<file path="src/rtl/adder_operand_stage.sv">
// Purpose: operand/opcode stage feeding the 32-bit Brent-Kung adder. Buffers add-class
//          commands, maps them to in1/in2/carryIn, and owns the architectural carry flag.
// Latency: 1 cycle from accept to out_valid when the buffer is empty (bypass); else FIFO order.
// Backpressure: in_ready = command FIFO not full (registered state only); issue outputs hold
//          while out_valid & !out_ready; ADC/SBC wait for every older carry to come back.
//
// Ports:
//   clk, rst_n                       clock, synchronous active-low reset
//   in_valid/in_ready, in_op/a/b     command input handshake and payload
//   out_valid/out_ready              issue handshake towards the adder
//   add_in1/add_in2/add_cin, out_op  registered adder operands and forwarded opcode tag
//   carry_fb_valid/carry_fb          in-order carry-out return from the result stage
//   c_flag, outstanding              carry flag and count of issued ops awaiting carry
//
// Optional build macro ADDER_OPSTAGE_CARRY_FWD_EN: when defined, an ADC/SBC at the head may
// load in the same cycle the last outstanding carry returns, taking add_cin from carry_fb.

// Generic FIFO: DEPTH-entry (power of 2) first-word-fall-through queue, registered state.
// Latency: a pushed word is visible at head_dat the cycle after the push.
// Backpressure: caller must not push when full nor pop when empty; full/empty are registered.
module adder_opstage_fifo #(
  parameter int WIDTH = 8,
  parameter int DEPTH = 2
) (
  input  logic             clk,
  input  logic             rst_n,
  input  logic             push_vld,
  input  logic [WIDTH-1:0] push_dat,
  input  logic             pop_rdy,
  output logic [WIDTH-1:0] head_dat,
  output logic             empty,
  output logic             full
);
  localparam int AW = (DEPTH > 1) ? $clog2(DEPTH) : 1;

  logic [WIDTH-1:0] mem [DEPTH];
  logic [AW-1:0]    wr_ptr;
  logic [AW-1:0]    rd_ptr;
  logic [AW:0]      count;

  assign empty    = (count == '0);
  assign full     = (count == (AW+1)'(DEPTH));
  assign head_dat = mem[rd_ptr];

  // Storage is not reset; only the pointers and the count define what is valid.
  always_ff @(posedge clk) begin
    if (push_vld) begin
      mem[wr_ptr] <= push_dat;
    end
  end

  always_ff @(posedge clk) begin
    if (!rst_n) begin
      wr_ptr <= '0;
      rd_ptr <= '0;
      count  <= '0;
    end else begin
      if (push_vld) begin
        wr_ptr <= wr_ptr + AW'(1);
      end
      if (pop_rdy) begin
        rd_ptr <= rd_ptr + AW'(1);
      end
      case ({push_vld, pop_rdy})
        2'b10:   count <= count + (AW+1)'(1);
        2'b01:   count <= count - (AW+1)'(1);
        default: count <= count;
      endcase
    end
  end
endmodule

// Operand stage top: command FIFO + registered issue slot + carry flag / outstanding tracking.
// Latency: accept at cycle N gives out_valid at N+1 when the FIFO is empty and issue is allowed.
// Backpressure: in_ready drops when the FIFO is full; nothing is lost or duplicated under stall.
module adder_operand_stage #(
  parameter int WIDTH           = 32,
  parameter int FIFO_DEPTH      = 2,
  parameter int MAX_OUTSTANDING = 4
) (
  input  logic                                 clk,
  input  logic                                 rst_n,
  input  logic                                 in_valid,
  output logic                                 in_ready,
  input  logic [2:0]                           in_op,
  input  logic [WIDTH-1:0]                     in_a,
  input  logic [WIDTH-1:0]                     in_b,
  output logic                                 out_valid,
  input  logic                                 out_ready,
  output logic [WIDTH-1:0]                     add_in1,
  output logic [WIDTH-1:0]                     add_in2,
  output logic                                 add_cin,
  output logic [2:0]                           out_op,
  input  logic                                 carry_fb_valid,
  input  logic                                 carry_fb,
  output logic                                 c_flag,
  output logic [$clog2(MAX_OUTSTANDING+1)-1:0] outstanding
);
  localparam int CW = $clog2(MAX_OUTSTANDING+1);
  localparam logic [CW:0] MAX_V = (CW+1)'(MAX_OUTSTANDING);

  localparam logic [2:0] OP_ADD  = 3'b000;
  localparam logic [2:0] OP_SUB  = 3'b001;
  localparam logic [2:0] OP_ADC  = 3'b010;
  localparam logic [2:0] OP_SBC  = 3'b011;
  localparam logic [2:0] OP_INC  = 3'b100;
  localparam logic [2:0] OP_DEC  = 3'b101;
  localparam logic [2:0] OP_NEG  = 3'b110;
  localparam logic [2:0] OP_PASS = 3'b111;

  typedef struct packed {
    logic [2:0]       op;
    logic [WIDTH-1:0] a;
    logic [WIDTH-1:0] b;
  } cmd_t;

  cmd_t       in_cmd;
  cmd_t       fifo_head;
  cmd_t       head;
  logic       fifo_empty;
  logic       fifo_full;
  logic       live;          // low for the cycle(s) spent in reset, gates in_ready
  logic       accept;
  logic       drain;
  logic       slot_free;
  logic       head_vld;
  logic       under_limit;
  logic       head_dep;
  logic       dep_ok;
  logic       load;
  logic       push;
  logic       pop;
  logic       fb_acc;
  logic       cin_src;
  logic [CW:0] pend;

  logic [WIDTH-1:0] m_in1;
  logic [WIDTH-1:0] m_in2;
  logic             m_cin;

  assign in_cmd    = '{op: in_op, a: in_a, b: in_b};
  assign in_ready  = live & ~fifo_full;
  assign accept    = in_valid & in_ready;
  assign drain     = out_valid & out_ready;

  // The head is the oldest buffered command, or the incoming one when the FIFO is empty.
  assign head      = fifo_empty ? in_cmd : fifo_head;
  assign head_vld  = ~fifo_empty | accept;
  assign slot_free = ~out_valid | drain;

  // An op sitting in the issue register counts against the limit whether or not it drains
  // this cycle: if it drains it becomes outstanding at the same edge the new op loads.
  assign pend        = {1'b0, outstanding} + {{CW{1'b0}}, out_valid};
  assign under_limit = (pend < MAX_V);

  assign head_dep = (head.op == OP_ADC) | (head.op == OP_SBC);

  // A return with nothing outstanding is a protocol error unless an issue happens alongside.
  assign fb_acc = carry_fb_valid & ((outstanding != '0) | drain);

`ifdef ADDER_OPSTAGE_CARRY_FWD_EN
  logic fwd_hit;
  // Last older carry is arriving right now: issue the dependent op and use it directly.
  assign fwd_hit = carry_fb_valid & (outstanding == CW'(1)) & ~out_valid;
  assign dep_ok  = ~out_valid & ((outstanding == '0) | fwd_hit);
  assign cin_src = fwd_hit ? carry_fb : c_flag;
`else
  // The issue register must be empty too: an op draining now still owes its carry.
  assign dep_ok  = ~out_valid & (outstanding == '0);
  assign cin_src = c_flag;
`endif

  assign load = slot_free & head_vld & under_limit & (~head_dep | dep_ok);
  assign pop  = load & ~fifo_empty;
  assign push = accept & ~(load & fifo_empty);

  adder_opstage_fifo #(
    .WIDTH ($bits(cmd_t)),
    .DEPTH (FIFO_DEPTH)
  ) u_fifo (
    .clk      (clk),
    .rst_n    (rst_n),
    .push_vld (push),
    .push_dat (in_cmd),
    .pop_rdy  (pop),
    .head_dat (fifo_head),
    .empty    (fifo_empty),
    .full     (fifo_full)
  );

  // Opcode to adder operand mapping, evaluated on the head at load time.
  always_comb begin
    m_in1 = head.a;
    m_in2 = head.b;
    m_cin = 1'b0;
    case (head.op)
      OP_ADD:  begin m_in1 = head.a;  m_in2 = head.b;   m_cin = 1'b0;    end
      OP_SUB:  begin m_in1 = head.a;  m_in2 = ~head.b;  m_cin = 1'b1;    end
      OP_ADC:  begin m_in1 = head.a;  m_in2 = head.b;   m_cin = cin_src; end
      OP_SBC:  begin m_in1 = head.a;  m_in2 = ~head.b;  m_cin = cin_src; end
      OP_INC:  begin m_in1 = head.a;  m_in2 = '0;       m_cin = 1'b1;    end
      OP_DEC:  begin m_in1 = head.a;  m_in2 = '1;       m_cin = 1'b0;    end
      OP_NEG:  begin m_in1 = '0;      m_in2 = ~head.a;  m_cin = 1'b1;    end
      OP_PASS: begin m_in1 = head.a;  m_in2 = '0;       m_cin = 1'b0;    end
      default: begin m_in1 = head.a;  m_in2 = head.b;   m_cin = 1'b0;    end
    endcase
  end

  always_ff @(posedge clk) begin
    if (!rst_n) begin
      live        <= 1'b0;
      out_valid   <= 1'b0;
      add_in1     <= '0;
      add_in2     <= '0;
      add_cin     <= 1'b0;
      out_op      <= 3'b000;
      c_flag      <= 1'b0;
      outstanding <= '0;
    end else begin
      live <= 1'b1;

      if (load) begin
        out_valid <= 1'b1;
        add_in1   <= m_in1;
        add_in2   <= m_in2;
        add_cin   <= m_cin;
        out_op    <= head.op;
      end else if (drain) begin
        out_valid <= 1'b0;
      end

      if (fb_acc) begin
        c_flag <= carry_fb;
      end

      case ({drain, fb_acc})
        2'b10:   outstanding <= outstanding + CW'(1);
        2'b01:   outstanding <= outstanding - CW'(1);
        default: outstanding <= outstanding;
      endcase
    end
  end
endmodule

</file>
<file path="config.mk">
export PLATFORM = sky130hd
export DESIGN_NAME = adder_operand_stage
export DESIGN_NICKNAME = d
export VERILOG_FILES = /design/src/rtl/adder_operand_stage.sv
export SDC_FILE = /design/constraint.sdc
export NUM_CORES = 1
export LEC_CHECK = 0
export BUFFER_PORTS_ARGS = -buffer_cell sky130_fd_sc_hd__clkbuf_2
export CAP_MARGIN = 30
export CORE_MARGIN = 4
export CORE_UTILIZATION = 23
export CTS_BUF_LIST = sky130_fd_sc_hd__clkbuf_16
export DETAILED_ROUTE_END_ITERATION = 10
export PLACE_DENSITY = 0.38
export SETUP_SLACK_MARGIN = 0.5
export SKIP_LAST_GASP = 1
export SLEW_MARGIN = 5
export SYNTH_ARGS = -nofsm -noshare
export SYNTH_HDL_FRONTEND = slang
export SYNTH_HIERARCHICAL = 1
export SYNTH_SLANG_ARGS = --single-unit
</file>
<file path="constraint.sdc">
create_clock -name clk -period 9.1 [get_ports clk]
set_input_delay 0.455 -clock clk [delete_from_list [all_inputs] [get_ports clk]]
set_output_delay 0.455 -clock clk [all_outputs]
set_load 0.05 [all_outputs]
</file>
# Yosys cells after proc, flatten, opt, wreduce, memory -nomap -nowiden
# Memory sizes are Yosys's and may differ from the RTL's. A register that Yosys moved wholly into a read port is not among the register bits.
# Index checks and enable logic that the tools add are counted.
# W data, S select, Z words.
[classes]
n_bitwise = 23
reduce_logical = 14
n_lt_le_gt_ge = 1
eq_ne = 12
n_mux = 13
addsub = 7
[op_table]
columns = ["operator", "n"]
rows = [
  ["$pmux W32 S5", 1],
  ["$mux W67", 1],
  ["$not A32 Y32", 2],
  ["$pmux W32 S2", 1],
  ["$eq A3 B3 Y1 const B", 4],
  ["$and A1 B1 Y1", 11],
  ["$reduce_or A2 Y1", 4],
  ["$mux W1", 7],
  ["$reduce_or A7 Y1", 1],
  ["$eq A2 B2 Y1 const B", 3],
  ["$eq A3 B2 Y1 const B", 2],
  ["$logic_not A3 Y1", 2],
  ["$pmux W3 S2", 1],
  ["$reduce_bool A2 Y1", 3],
  ["$reduce_or A3 Y1", 2],
  ["$not A1 Y1", 5],
  ["$or A1 B1 Y1", 5],
  ["$add A3 B1 Y4", 1],
  ["$eq A2 B1 Y1 const B", 2],
  ["$lt A4 B3 Y1 const B", 1],
  ["$pmux W2 S2", 1],
  ["$add A3 B1 Y3 const B", 1],
  ["$eq A3 B1 Y1 const B", 1],
  ["$pmux W1 S3", 1],
  ["6 further kinds", 7],
]
[word_totals]
mem_count = 1
register_bits = 78
elab_cells = 82
input_bits = 73
out_inout_bits = 74
ramBits = 134
[memory_table]
columns = ["name", "depth", "width", "read_ports", "rd_ports_with_merged_regs", "wr", "line", "text"]
rows = [
  ["u_fifo.mem", 2, 67, 1, 1, 1, "36", "logic [WIDTH-1:0] mem [DEPTH];"],
]

# Depth between registers and ports, before layout
# Gate-level depths: netlist (run 1).
[logic_depth]
word_depth = 13
ltp_mapped = 11
mapped_depth_nobuf = 9

# By module
# The synthesis (run 1) kept the hierarchy.
[modules_own_cells]
columns = ["module", "area_each_um2", "seq_area_each_um2", "cells_per_inst", "instances"]
rows = [
  ["adder_opstage_fifo", 5039.8, 4124.0, 230, 1],
  ["adder_operand_stage", 4565.6, 1481.4, 506, 1],
]

# Least setup slack after synthesis (run 1)
# No wires, ideal clock.
[synth_path]
kind = "register -> register"
startpoint = "register with a tool-made name"
endpoint = "memory u_fifo/mem[0][0] (netlist name), enable pin"
path_buffers = 2
arrival_ns = 4.621
setup_ns = 0.494
t_required_ns = 8.606
setup_slack_ns = 3.985
synth_period_minus_slack_ns = 5.115
path_stages_with_launch = 9
cell_sequence = "dfxtp_1 -> buf_4 -> mux2_2 -> nor3b_1 -> o22ai_2 -> clkbuf_1 -> a31oi_1 -> inv_1 -> nor2_1"
[synth_rtl]
columns = ["element", "line"]
rows = [
  ["end, declared", "36"],
]

# Worst setup path in the final report (run 1)
[layout_path]
startpoint = "register u_fifo.count[0]"
endpoint = "register add_in1[10]"
[layout_between]
word_cells_on_any_way = 24
cone_classes = "eq/ne: 8; mux: 2; bitwise: 11; reduce/logical: 3"
[layout_rtl]
columns = ["element", "line", "text"]
rows = [
  ["start, declared", "39", "logic [AW:0] count;"],
  ["start signal, assigned", "65", "2'b10: count <= count + (AW+1)'(1);"],
  ["start signal, assigned", "66", "2'b01: count <= count - (AW+1)'(1);"],
  ["start signal, assigned", "67", "default: count <= count;"],
  ["$logic_not A2 Y1 (*)", "41", "assign empty = (count == '0);"],
  ["net fifo_empty", "120", "logic fifo_empty;"],
  ["$mux W67", "147", "assign head = fifo_empty ? in_cmd : fifo_head;"],
  ["$eq A3 B2 Y1", "156, 196", ""],
  ["$or A1 B1 Y1", "156", "assign head_dep = (head.op == OP_ADC) | (head.op == OP_SBC);"],
  ["$not A1 Y1", "173", "assign load = slot_free & head_vld & under_limit & (~head_dep | dep_ok);"],
  ["$or A1 B1 Y1", "173", ""],
  ["$and A1 B1 Y1", "173", ""],
  ["end signal, assigned", "224", "add_in1 <= m_in1;"],
  ["end, declared", "90", "output logic [WIDTH-1:0] add_in1,"],
]
# The timed path passes the listed nets; every way through them passes the cells marked *.
# A chain may end at the register's enable or synchronous reset.

==> results of run 1 <==
==> cell usage in the layout (no fill, tap or decap), types with 2 or more instances in the layout <==
cell        netlist  routed
and2_1            4       3
nand2_1          35      35
buf_4            11      10
clkbuf_16         0      26
mux2_2          102     101
ha_1              2       2
a211oi_1          2       2
xor2_1            3       3
edfxtp_1        134     134
nor2_1            8       6
nand4_1          32      32
clkinvlp_4        0       2
a21oi_1          38      38
clkinv_1          0       8
nor2_4            0       3
nor3_1           36      36
dfxtp_1          79      78
mux2i_1          35      34
or3_1             3       3
clkbuf_2          0     146
clkinv_2          0       2
o22ai_2          31      30
nor2b_1           3       3
buf_16            0       3
o21a_1            2       2
inv_1             5      13
o22ai_1          34      34
o21ai_0          34      34
xnor2_1          34      34
==> sequential cells by signal, indices dropped and copies added, names as in the netlist, named ones only <==
register,cells
add_cin,1
add_in1,32
add_in2,32
c_flag,1
live,1
out_op,3
out_valid,1
outstanding,3
u_fifo/count,2
u_fifo/mem,134
u_fifo/rd_ptr,1
u_fifo/wr_ptr,1
==> metal layers <==
layer | vias up | wire length (um) | share of wire | GRT usage
met1 | 3196 | 13800 | 0.47 | 0.181
met3 | 27 | 1430 | 0.048 | 0.0201
met5 | - | 13 | 0.00044 | 0
met4 | 2 | 454 | 0.015 | 0.0240
met2 | 152 | 13900 | 0.47 | 0.209
li1 | 3070 | - | - | -
==> cell families (layout without fill, tap and decap cells) <==
group	Yosys count	in the layout	share of synthesized area
xor+xnor	37	37	0.0337
compound gates	150	150	0.113
flops	213	213	0.584
mux	137	137	0.156
simple gates	129	129	0.0718
fa+ha+maj	3	3	0.00469
buf+inv	67	213	0.0375
==> power by group <==
group / internal [mW] / switching [mW]
registers: 1.26 / 0.149
logic: 0.747 / 1.50
clock network: 0.516 / 0.403
total: 2.53 / 2.05
==> worst reg2reg max path, delay by kind of cell, from the launching register on <==
kind,cells,cell delay (ps)
mux,1,950
simple gates,3,1900
flops,1,360
compound gates,1,100
==> metrics by stage <==
| step | hold slack [ps] | instances | total power, mW |
|---|---|---|---|
| 4_1_cts | 106 | 1412 | 4.64 |
| 2_1_floorplan | 466 | 736 | 3.10 |
| 3_5_place_dp | 465 | 1364 | 3.69 |
| 3_3_place_gp | 458 | 1362 | 3.67 |
| 5_1_grt | 104 | 1414 | 4.85 |
| 6_report | 135 | 1414 | 4.57 |
==> area by class of cell <==
class	count	area [sq um]	area share
flip-flops and latches	213	5610	0.481
multi-input cells	456	3700	0.318
repair buffers	160	908	0.0779
well taps	532	666	0.0571
clock buffers	26	651	0.0558
clock inverters	22	105	0.00901
inverters	5	18.8	0.00161
==> final timing paths <==
| path | end | cells past startpoint |
|---|---|---|
| setup reg to reg | add_in1[10] | 5 |
| hold reg to reg | add_in1[12] | 2 |
| setup / recovery | add_in1[10] | 5 |
| hold / removal | u_fifo/mem[1][59] | 1 |
==> results.tsv, run 1 <==
stage	metric	value	unit
worst_setup_path	Crit Path Max Fanout	37	
grt	GRT overflow	0	
logic_synthesis	top cell type's share of synthesized area	0.419	
logic_synthesis	cell accounting for the most synthesized area	edfxtp_1	
pwr	worst IR drop on VDD	0.167	mV
logic_synthesis	number of synthesized flops with an enable pin	134	
routing	Vias/cell	4.56	
logic_synthesis	syn nets	812	
worst_setup_path	register-to-register setup slack	5640	ps
job	# Max-Cap Violations	0	
floorplan	Die Area	45100	sq um
floorplan	Starting Density	0.234	
logic_synthesis	Synth Register Bits	213	
worst_setup_path	CP bufs+invs	0	
logic_synthesis	Netlist cell types	44	
worst_setup_path	critical path class	register to register	
routing	via count	6447	
cells_and_area	Area Growth Syn to Fin	21.4	%
worst_setup_path	crit-path leading delay family	simple AND/OR/NAND/NOR gates	
worst_setup_path	Critical Path Source	u_fifo/count[0]	
clock_network	Longest Clk Path Bufs	3	
timing	Setup WS post-layout	5640	ps
status	outcome	completed	
cells_and_area	cell area after layout	11700	sq um
logic_synthesis	Synth warnings	6	
worst_setup_path	startpoint types	register	
grt	Total GRT Usage	0.128	
timing	period utilization	0.380	
cells_and_area	Layout Nets	938	
timing	Hold Violations, Final	0	
logic_synthesis	FFs w/ async S/R, synth	0	
clock_network	CTS tree	done	
pwr	pwr dens	392	nW/um^2
worst_setup_path	Worst Setup End Kind	register	
logic_synthesis	post-synthesis cell area	9610	sq um
timing	Final min period	3460	ps
cells_and_area	Antenna diodes	0	
timing	Max Clk Rate	289	MHz
hold_path	HP Start	in_a[27]	
routing	Routed WL per cell	21.0	um
logic_synthesis	post-synthesis area per instance	13.1	sq um
routing	drc violations	0	
timing	RSZ-0062 raised after global routing	false	
floorplan	IO Pins	147	
worst_setup_path	Crit path required time	9470	ps
timing	Pins Over Slew Limit	0	
clock_network	Worst-path clk slew	60	ps
clock_network	clk sinks	213	
timing	final setup TNS	0	ps
worst_setup_path	worst path arrival time	3820	ps
grt	largest net degree at the start of global routing	65	
routing	number of routed nets with antenna violations	0	
cells_and_area	Finished Core Util	0.284	
routing	TritonRoute pass-1 iters	4	
grt	global-route wire length before repair	43800	um
floorplan	core footprint	41000	sq um
clock_network	Resized Gates After CTS	0	
timing	Setup Skew	10.7	ps
worst_setup_path	worst reg2reg startpoint	u_fifo/count[0]	
clock_network	H-tree lvl count	1	
placement	DP Area	10900	sq um
routing	Routed WL	29600	um
worst_setup_path	worst-path cell chain	nor2_4 > mux2_2 > nand3_2 > nand4_1 > a21oi_1	
routing	1st-iter DRT viols	369	
placement	gpl congestion	0.672	
grt	antenna violations before repair	1	
worst_setup_path	slowest cell delay on critical path	940	ps
logic_synthesis	count leader, synth	edfxtp_1	
clock_network	TritonCTS buffer count	26	
timing	Max transition margin	0.360	
cells_and_area	# fillers	4269	
pwr	Pleak	4.21	nW
grt	vias in the first global route	6553	
logic_synthesis	sequential share of the synthesized area	0.584	
hold_path	hold crit path type	input pin to register	
floorplan	# rows	74	
clock_network	CTS Root Cell	clkbuf_16	
cells_and_area	share of layout cells above drive strength 1	0.385	
logic_synthesis	synth top area cells	edfxtp_1 42%, dfxtp_1 16%, mux2_2 12%	
timing	# setup viols final	0	
clock_network	CTS Hold Buffers Added	0	
logic_synthesis	top post-synthesis cells by count	134 x edfxtp_1, 102 x mux2_2, 79 x dfxtp_1	
timing	worst slew pin tran	960	ps
worst_setup_path	slowest stage cell, crit path	mux2_2	
logic_synthesis	synthesized instance count	736	
placement	HPWL Detailed	18800	um
clock_network	Worst-Skew Late Latency	520	ps
clock_network	# Post-CTS Setup Buffers	0	
floorplan	Die Wd	212	um
logic_synthesis	Top FF cell, synth	edfxtp_1	
placement	I/O Buffers	146	
floorplan	Die Y	212	um
placement	pre-CTS setup slack	5610	ps
No activity file was read; power rests on OpenSTA's default activity.
==> run 2: changes to the inputs <==
clock period = 3.31 ns   (was 9.1 ns; I/O delays follow)
==> run 2 against run 1 <==
  * Cell count increased by 5.5%
  * Register-to-register slack got worse by 4900 ps
  * Setup slack got worse by 4900 ps
  * Combinational power increased to 2.8 times the previous value
  * Via count increased by 5.0%
  * Global-route usage increased by 0.24 points
  * Utilization increased by 1.9 points
  * Clock power increased to 2.8 times the previous value
  * Sequential power increased to 2.8 times the previous value
  * Clock skew increased by 4.6 ps
  * Critical path type unchanged
==> results.tsv, run 2 (synthesized netlist as in run 1, its figures left out) <==
stage	metric	value	unit	change
floorplan	IO Pins	147		unchanged
floorplan	Die Wd	212	um	unchanged
pwr	worst IR drop on VDD	0.510	mV	+210%
routing	TritonRoute pass-1 iters	4		unchanged
timing	RSZ-0062 raised after global routing	false		
worst_setup_path	Crit Path Max Fanout	49		+32%
worst_setup_path	worst path arrival time	3040	ps	-780 ps
grt	antenna violations before repair	0		-1
cells_and_area	cell area after layout	12500	sq um	+6.8%
clock_network	CTS Root Cell	clkbuf_16		
worst_setup_path	Worst R2R End	add_in2[28]		
placement	gpl congestion	0.717		+6.7%
worst_setup_path	startpoint types	register		
routing	Vias/cell	4.54		-0.49%
timing	Setup WS post-layout	741	ps	-4900 ps
cells_and_area	share of layout cells above drive strength 1	0.369		-0.0167
worst_setup_path	worst-path cell chain	buf_4 > mux2_2 > mux2_2 > nor3_1 > o22ai_1 > o22ai_2		
worst_setup_path	reg2reg path depth	6		+1
floorplan	# rows	74		unchanged
cells_and_area	fin cells	1492		+5.5%
cells_and_area	max FFs per register	134		unchanged
cells_and_area	# fillers	4280		+0.26%
routing	number of routed nets with antenna violations	0		unchanged
clock_network	CTS tree	done		
worst_setup_path	Levels on crit path	6		+1
status	outcome	completed		
timing	Final min period	2570	ps	-889 ps
timing	Hold Violations, Final	0		unchanged
cells_and_area	Area Growth Syn to Fin	29.6	%	
grt	global-route wire length before repair	44700	um	+2.1%
floorplan	Starting Density	0.234		unchanged
hold_path	hold path cells	3		+2
worst_setup_path	critical path class	register to register		
floorplan	Die Y	212	um	unchanged
timing	Pins Over Slew Limit	0		unchanged
timing	# setup viols final	0		unchanged
timing	worst slew pin tran	852	ps	-108 ps
worst_setup_path	Critical Path Most Common Cell	mux2_2		
job	# Max-Cap Violations	0		unchanged
floorplan	Die Area	45100	sq um	unchanged
timing	Max Clk Rate	389	MHz	+35%
clock_network	# Post-CTS Setup Buffers	0		unchanged
timing	final setup TNS	0	ps	unchanged
pwr	Pleak	4.54	nW	+8.0%
timing	Max transition margin	0.431		+0.0714
grt	largest net degree at the start of global routing	69		+6.2%
grt	Total GRT Usage	0.130		+0.00238
cells_and_area	Finished Core Util	0.304		+0.0192
placement	DP Area	11000	sq um	+1.2%
hold_path	hold crit path type	input pin to register		
worst_setup_path	slowest cell delay on critical path	650	ps	-290 ps
timing	Setup Skew	15.3	ps	+4.61 ps
worst_setup_path	Worst Setup End Kind	register		
clock_network	H-tree lvl count	1		unchanged
worst_setup_path	crit-path leading delay family	multiplexers		
clock_network	Worst-path clk slew	60	ps	about the same
cells_and_area	Antenna diodes	0		unchanged
cells_and_area	most frequent cells in the layout	146 x clkbuf_2, 134 x edfxtp_1, 100 x mux2_2		
cells_and_area	biggest regs	u_fifo/mem (134), add_in1 (32), add_in2 (32)		
routing	Routed WL per cell	20.5	um	-2.4%
placement	pre-CTS setup slack	534	ps	-5080 ps
clock_network	clk sinks	213		unchanged
worst_setup_path	register-to-register setup slack	740	ps	-4900 ps
clock_network	Longest Clk Path Bufs	3		unchanged
routing	via count	6769		+5.0%
routing	Routed WL	30500	um	+3.0%
worst_setup_path	Crit path required time	3780	ps	-5690 ps
worst_setup_path	slowest stage cell, crit path	buf_4		
pwr	pwr dens	1030	nW/um^2	+160%
floorplan	core footprint	41000	sq um	unchanged
routing	1st-iter DRT viols	244		-34%
clock_network	Worst-Skew Late Latency	540	ps	+20 ps
cells_and_area	Reg with most FFs	u_fifo/mem		
routing	drc violations	0		unchanged
placement	HPWL Detailed	19700	um	+4.4%
placement	Placed Cells	1375		+0.81%
clock_network	TritonCTS buffer count	26		unchanged
cells_and_area	most common cell after layout, fill and taps aside	clkbuf_2		
timing	period utilization	0.776		+0.396
placement	I/O Buffers	146		unchanged
worst_setup_path	CP bufs+invs	1		+1
worst_setup_path	CP Capture Point	add_in2[28]		
grt	vias in the first global route	6854		+4.6%
cells_and_area	Layout Nets	1016		+8.3%
grt	GRT overflow	0		unchanged
[run 2: cell count changes in the layout (fill, tap and decap cells not counted), sizes merged]
cell | before | now
clkinv | 11 | 12
nand3 | 2 | 3
clkinvlp | 2 | 1
clkbuf | 172 | 173
inv | 14 | 13
dlygate4sd3 | 0 | 68
buf | 14 | 23
[run 2: layout make-up]
class	instances	area, sq um	share of cell area
Multi-Input combinational cell	457	3740	0.301
Timing Repair Buffer	237	1650	0.132
Tap cell	532	666	0.0535
Sequential cell	213	5610	0.450
Inverter	5	18.8	0.00151
Clock buffer	27	676	0.0543
Clock inverter	21	88.8	0.00713
[run 2: what timing repair did]
action | in CTS | in global routing
endpoints found under the hold margin | 135 | 0
resized for setup | 0 | 1
endpoints found under the setup margin | 0 | 32
hold buffers | 68 | 0
[run 2: worst min-delay path by stage]
stage,from,to,slack (ps)
floorplan,rst_n,live,190
global placement,in_a[14],u_fifo/mem[0][46],370
detailed placement,in_a[14],u_fifo/mem[0][46],370
CTS,out_ready,out_valid,30
global route,out_ready,out_valid,50
finish,out_ready,out_valid,60
[run 2: routing by layer]
| layer | track usage | wire length (um) | part of all wire |
|---|---|---|---|
| met1 | 0.187 | 14700 | 0.48 |
| met2 | 0.206 | 14000 | 0.46 |
| met3 | 0.0211 | 1280 | 0.042 |
| met4 | 0.0304 | 629 | 0.021 |
| met5 | 0 | 0 | 0 |
[run 2: through the flow]
step	total power [mW]	hold slack, ps
after detailed placement	10.3	371
final	12.8	64.6
after global routing	13.5	50.9
after floorplan	8.55	193
after global placement	10.2	372
after CTS	13.0	34.9
[run 2: power by group]
| group | switching [mW] | internal [mW] |
|---|---|---|
| Sequential | 0.449 | 3.47 |
| Combinational | 4.15 | 2.16 |
| Clock | 1.11 | 1.46 |
[run 2: worst register-to-register path: cells and delay by family, from the launching register on]
| kind | cells | cell delay, ps |
|---|---|---|
| multiplexers | 2 | 760 |
| AND/OR/NAND/NOR | 1 | 270 |
| AO/OA/AOI/OAI | 2 | 300 |
| flip-flops | 1 | 520 |
| buffers and inverters | 1 | 660 |
==> run 3: changes to the inputs <==
PLACE_DENSITY = 0.39   (was 0.38)
clock period = 2.1 ns   (was 3.31 ns; I/O delays follow)
==> run 3 against run 2 <==
  * The flow now finishes with violations (setup timing)
  * Die area unchanged
  * Critical path depth increased by 1
  * Setup slack got worse by 780 ps
  * Combinational power increased by 100%
  * Sequential cell count unchanged
  * Utilization increased by 4.1 points
  * Clock power increased by 64%
  * Global-route usage increased by 1.0 points
==> results.tsv, run 3 (synthesized netlist as in run 1, its figures left out) <==
stage	metric	value	unit	change
pwr	Pleak	5.34	nW	+18%
placement	HPWL Detailed	20500	um	+4.2%
grt	vias in the first global route	7366		+7.5%
cells_and_area	most common cell after layout, fill and taps aside	clkbuf_2		
clock_network	Worst-path clk slew	60	ps	about the same
routing	Routed WL per cell	21.0	um	+2.9%
pwr	Total Power	23.2	mW	+81%
status	outcome	complete, but fails checks		
cells_and_area	Finished Core Util	0.344		+0.0408
worst_setup_path	startpoint types	register		
routing	drc violations	0		unchanged
grt	largest net degree at the start of global routing	34		-51%
pwr	worst IR drop on VDD	0.631	mV	+24%
cells_and_area	fin cells	1575		+5.6%
floorplan	Die Wd	212	um	unchanged
timing	Pins Over Slew Limit	0		unchanged
floorplan	IO Pins	147		unchanged
hold_path	hold crit path type	input pin to register		
status	failing checks	setup timing		
worst_setup_path	register-to-register setup slack	-40	ps	-780 ps
routing	1st-iter DRT viols	319		+31%
grt	GRT overflow	0		unchanged
floorplan	core footprint	41000	sq um	unchanged
worst_setup_path	worst path arrival time	2370	ps	-670 ps
clock_network	CTS tree	done		
floorplan	# rows	74		unchanged
cells_and_area	Layout Nets	1099		+8.2%
routing	number of routed nets with antenna violations	0		unchanged
cells_and_area	most frequent cells in the layout	146 x clkbuf_2, 134 x edfxtp_1, 98 x mux2_2		
clock_network	H-tree lvl count	1		unchanged
floorplan	Die Area	45100	sq um	unchanged
cells_and_area	Antenna diodes	0		unchanged
worst_setup_path	critical path class	register to register		
floorplan	Die Y	212	um	unchanged
timing	Max transition margin	0.719		+0.287
timing	RSZ-0062 raised after global routing	true		
placement	gpl congestion	0.697		-2.8%
hold_path	HP Start	carry_fb_valid		
timing	Max Clk Rate	468	MHz	+20%
cells_and_area	biggest regs	u_fifo/mem (134), add_in1 (32), add_in2 (32)		
worst_setup_path	reg2reg path depth	7		+1
worst_setup_path	Worst R2R End	u_fifo/mem[1][3]		
timing	period utilization	1.02		+0.242
clock_network	clk sinks	213		unchanged
hold_path	Hold EP	c_flag		
placement	Placed Cells	1414		+2.8%
timing	# setup viols final	86		+86
placement	I/O Buffers	146		unchanged
timing	Setup WS post-layout	-38.9	ps	-779 ps
routing	TritonRoute pass-1 iters	6		+2
timing	Hold Violations, Final	0		unchanged
cells_and_area	Area Growth Syn to Fin	47.0	%	
grt	Total GRT Usage	0.140		+0.0103
grt	global-route wire length before repair	48000	um	+7.4%
routing	Routed WL	33200	um	+8.6%
timing	Final min period	2140	ps	-431 ps
hold_path	hold path cells	4		+1
worst_setup_path	Crit path required time	2330	ps	-1450 ps
routing	via count	7185		+6.1%
clock_network	TritonCTS buffer count	27		+3.8%
cells_and_area	Reg with most FFs	u_fifo/mem		
worst_setup_path	Worst Setup End Kind	register		
cells_and_area	max FFs per register	134		unchanged
grt	antenna violations before repair	0		unchanged
worst_setup_path	Crit Path Max Fanout	27		-45%
timing	worst slew pin tran	410	ps	-442 ps
clock_network	Longest Clk Path Bufs	3		unchanged
routing	Vias/cell	4.56		+0.55%
job	# Max-Cap Violations	0		unchanged
cells_and_area	share of layout cells above drive strength 1	0.480		+0.112
timing	Setup Skew	11.5	ps	-3.76 ps
clock_network	Worst-Skew Late Latency	540	ps	about the same
floorplan	Starting Density	0.234		unchanged
pwr	pwr dens	1640	nW/um^2	+60%
clock_network	CTS Root Cell	clkbuf_16		
-- run 3: how the worst max path moves through the flow --
| stage | cells after the start | end | start |
|---|---|---|---|
| 2_1_floorplan | 8 | u_fifo/mem[0][0] | register |
| 3_3_place_gp | 7 | add_in2[15] | register |
| 3_5_place_dp | 8 | u_fifo/count[1] | register |
| 4_1_cts | 8 | u_fifo/mem[0][19] | register |
| 5_1_grt | 7 | u_fifo/mem[1][10] | register |
| 6_report | 7 | u_fifo/mem[1][3] | register |
-- run 3: power by group --
group	switching [mW]	leakage (nW)	internal [mW]
Sequential	0.530	1.86	5.48
Combinational	7.61	3.05	5.34
Clock	1.79	0.423	2.44
-- run 3: repair_timing --
item	4_1_cts	5_1_grt
endpoints found under the hold margin	148	0
setup endpoints to repair	211	212
resized for setup	38	70
gates cloned	7	11
hold buffers	69	0
pin swaps	12	32
setup buffers	18	7
-- run 3: area by class of cell --
class / instances / area [sq um]
fill: 4114 / 26900
sequential: 213 / 5630
multi-input combinational: 458 / 4170
timing repair buffer: 318 / 2840
clock buffer: 27 / 676
tap: 532 / 666
clock inverter: 22 / 123
inverter: 5 / 18.8
-- run 3: layer usage --
layer,global-route usage,wire length (um),vias up
met5,0,0,-
met4,0.0247,507,0
met3,0.0245,1490,37
met2,0.234,15700,156
met1,0.194,15500,3586
li1,-,-,3406
-- run 3: critical path, cell delays in order (launching register included) --
cell,delay (ps)
dfxtp_4,360
mux2_4,310
nor3b_4,260
o22ai_4,130
a31oi_4,170
buf_4,140
and2_4,200
buf_12,220
-- run 3: through the flow --
stage | setup slack (ps) | setup TNS (ps) | hold slack [ps] | area, sq um
2_1_floorplan | -834 | -101040 | 133 | 9710
3_3_place_gp | -69.6 | -536 | 314 | 11500
3_5_place_dp | -68.0 | -893 | 312 | 11500
4_1_cts | -33.9 | -1570 | 10.0 | 13400
5_1_grt | -97.7 | -9010 | 23.5 | 14100
6_report | -38.9 | -1100 | 25.0 | 14100
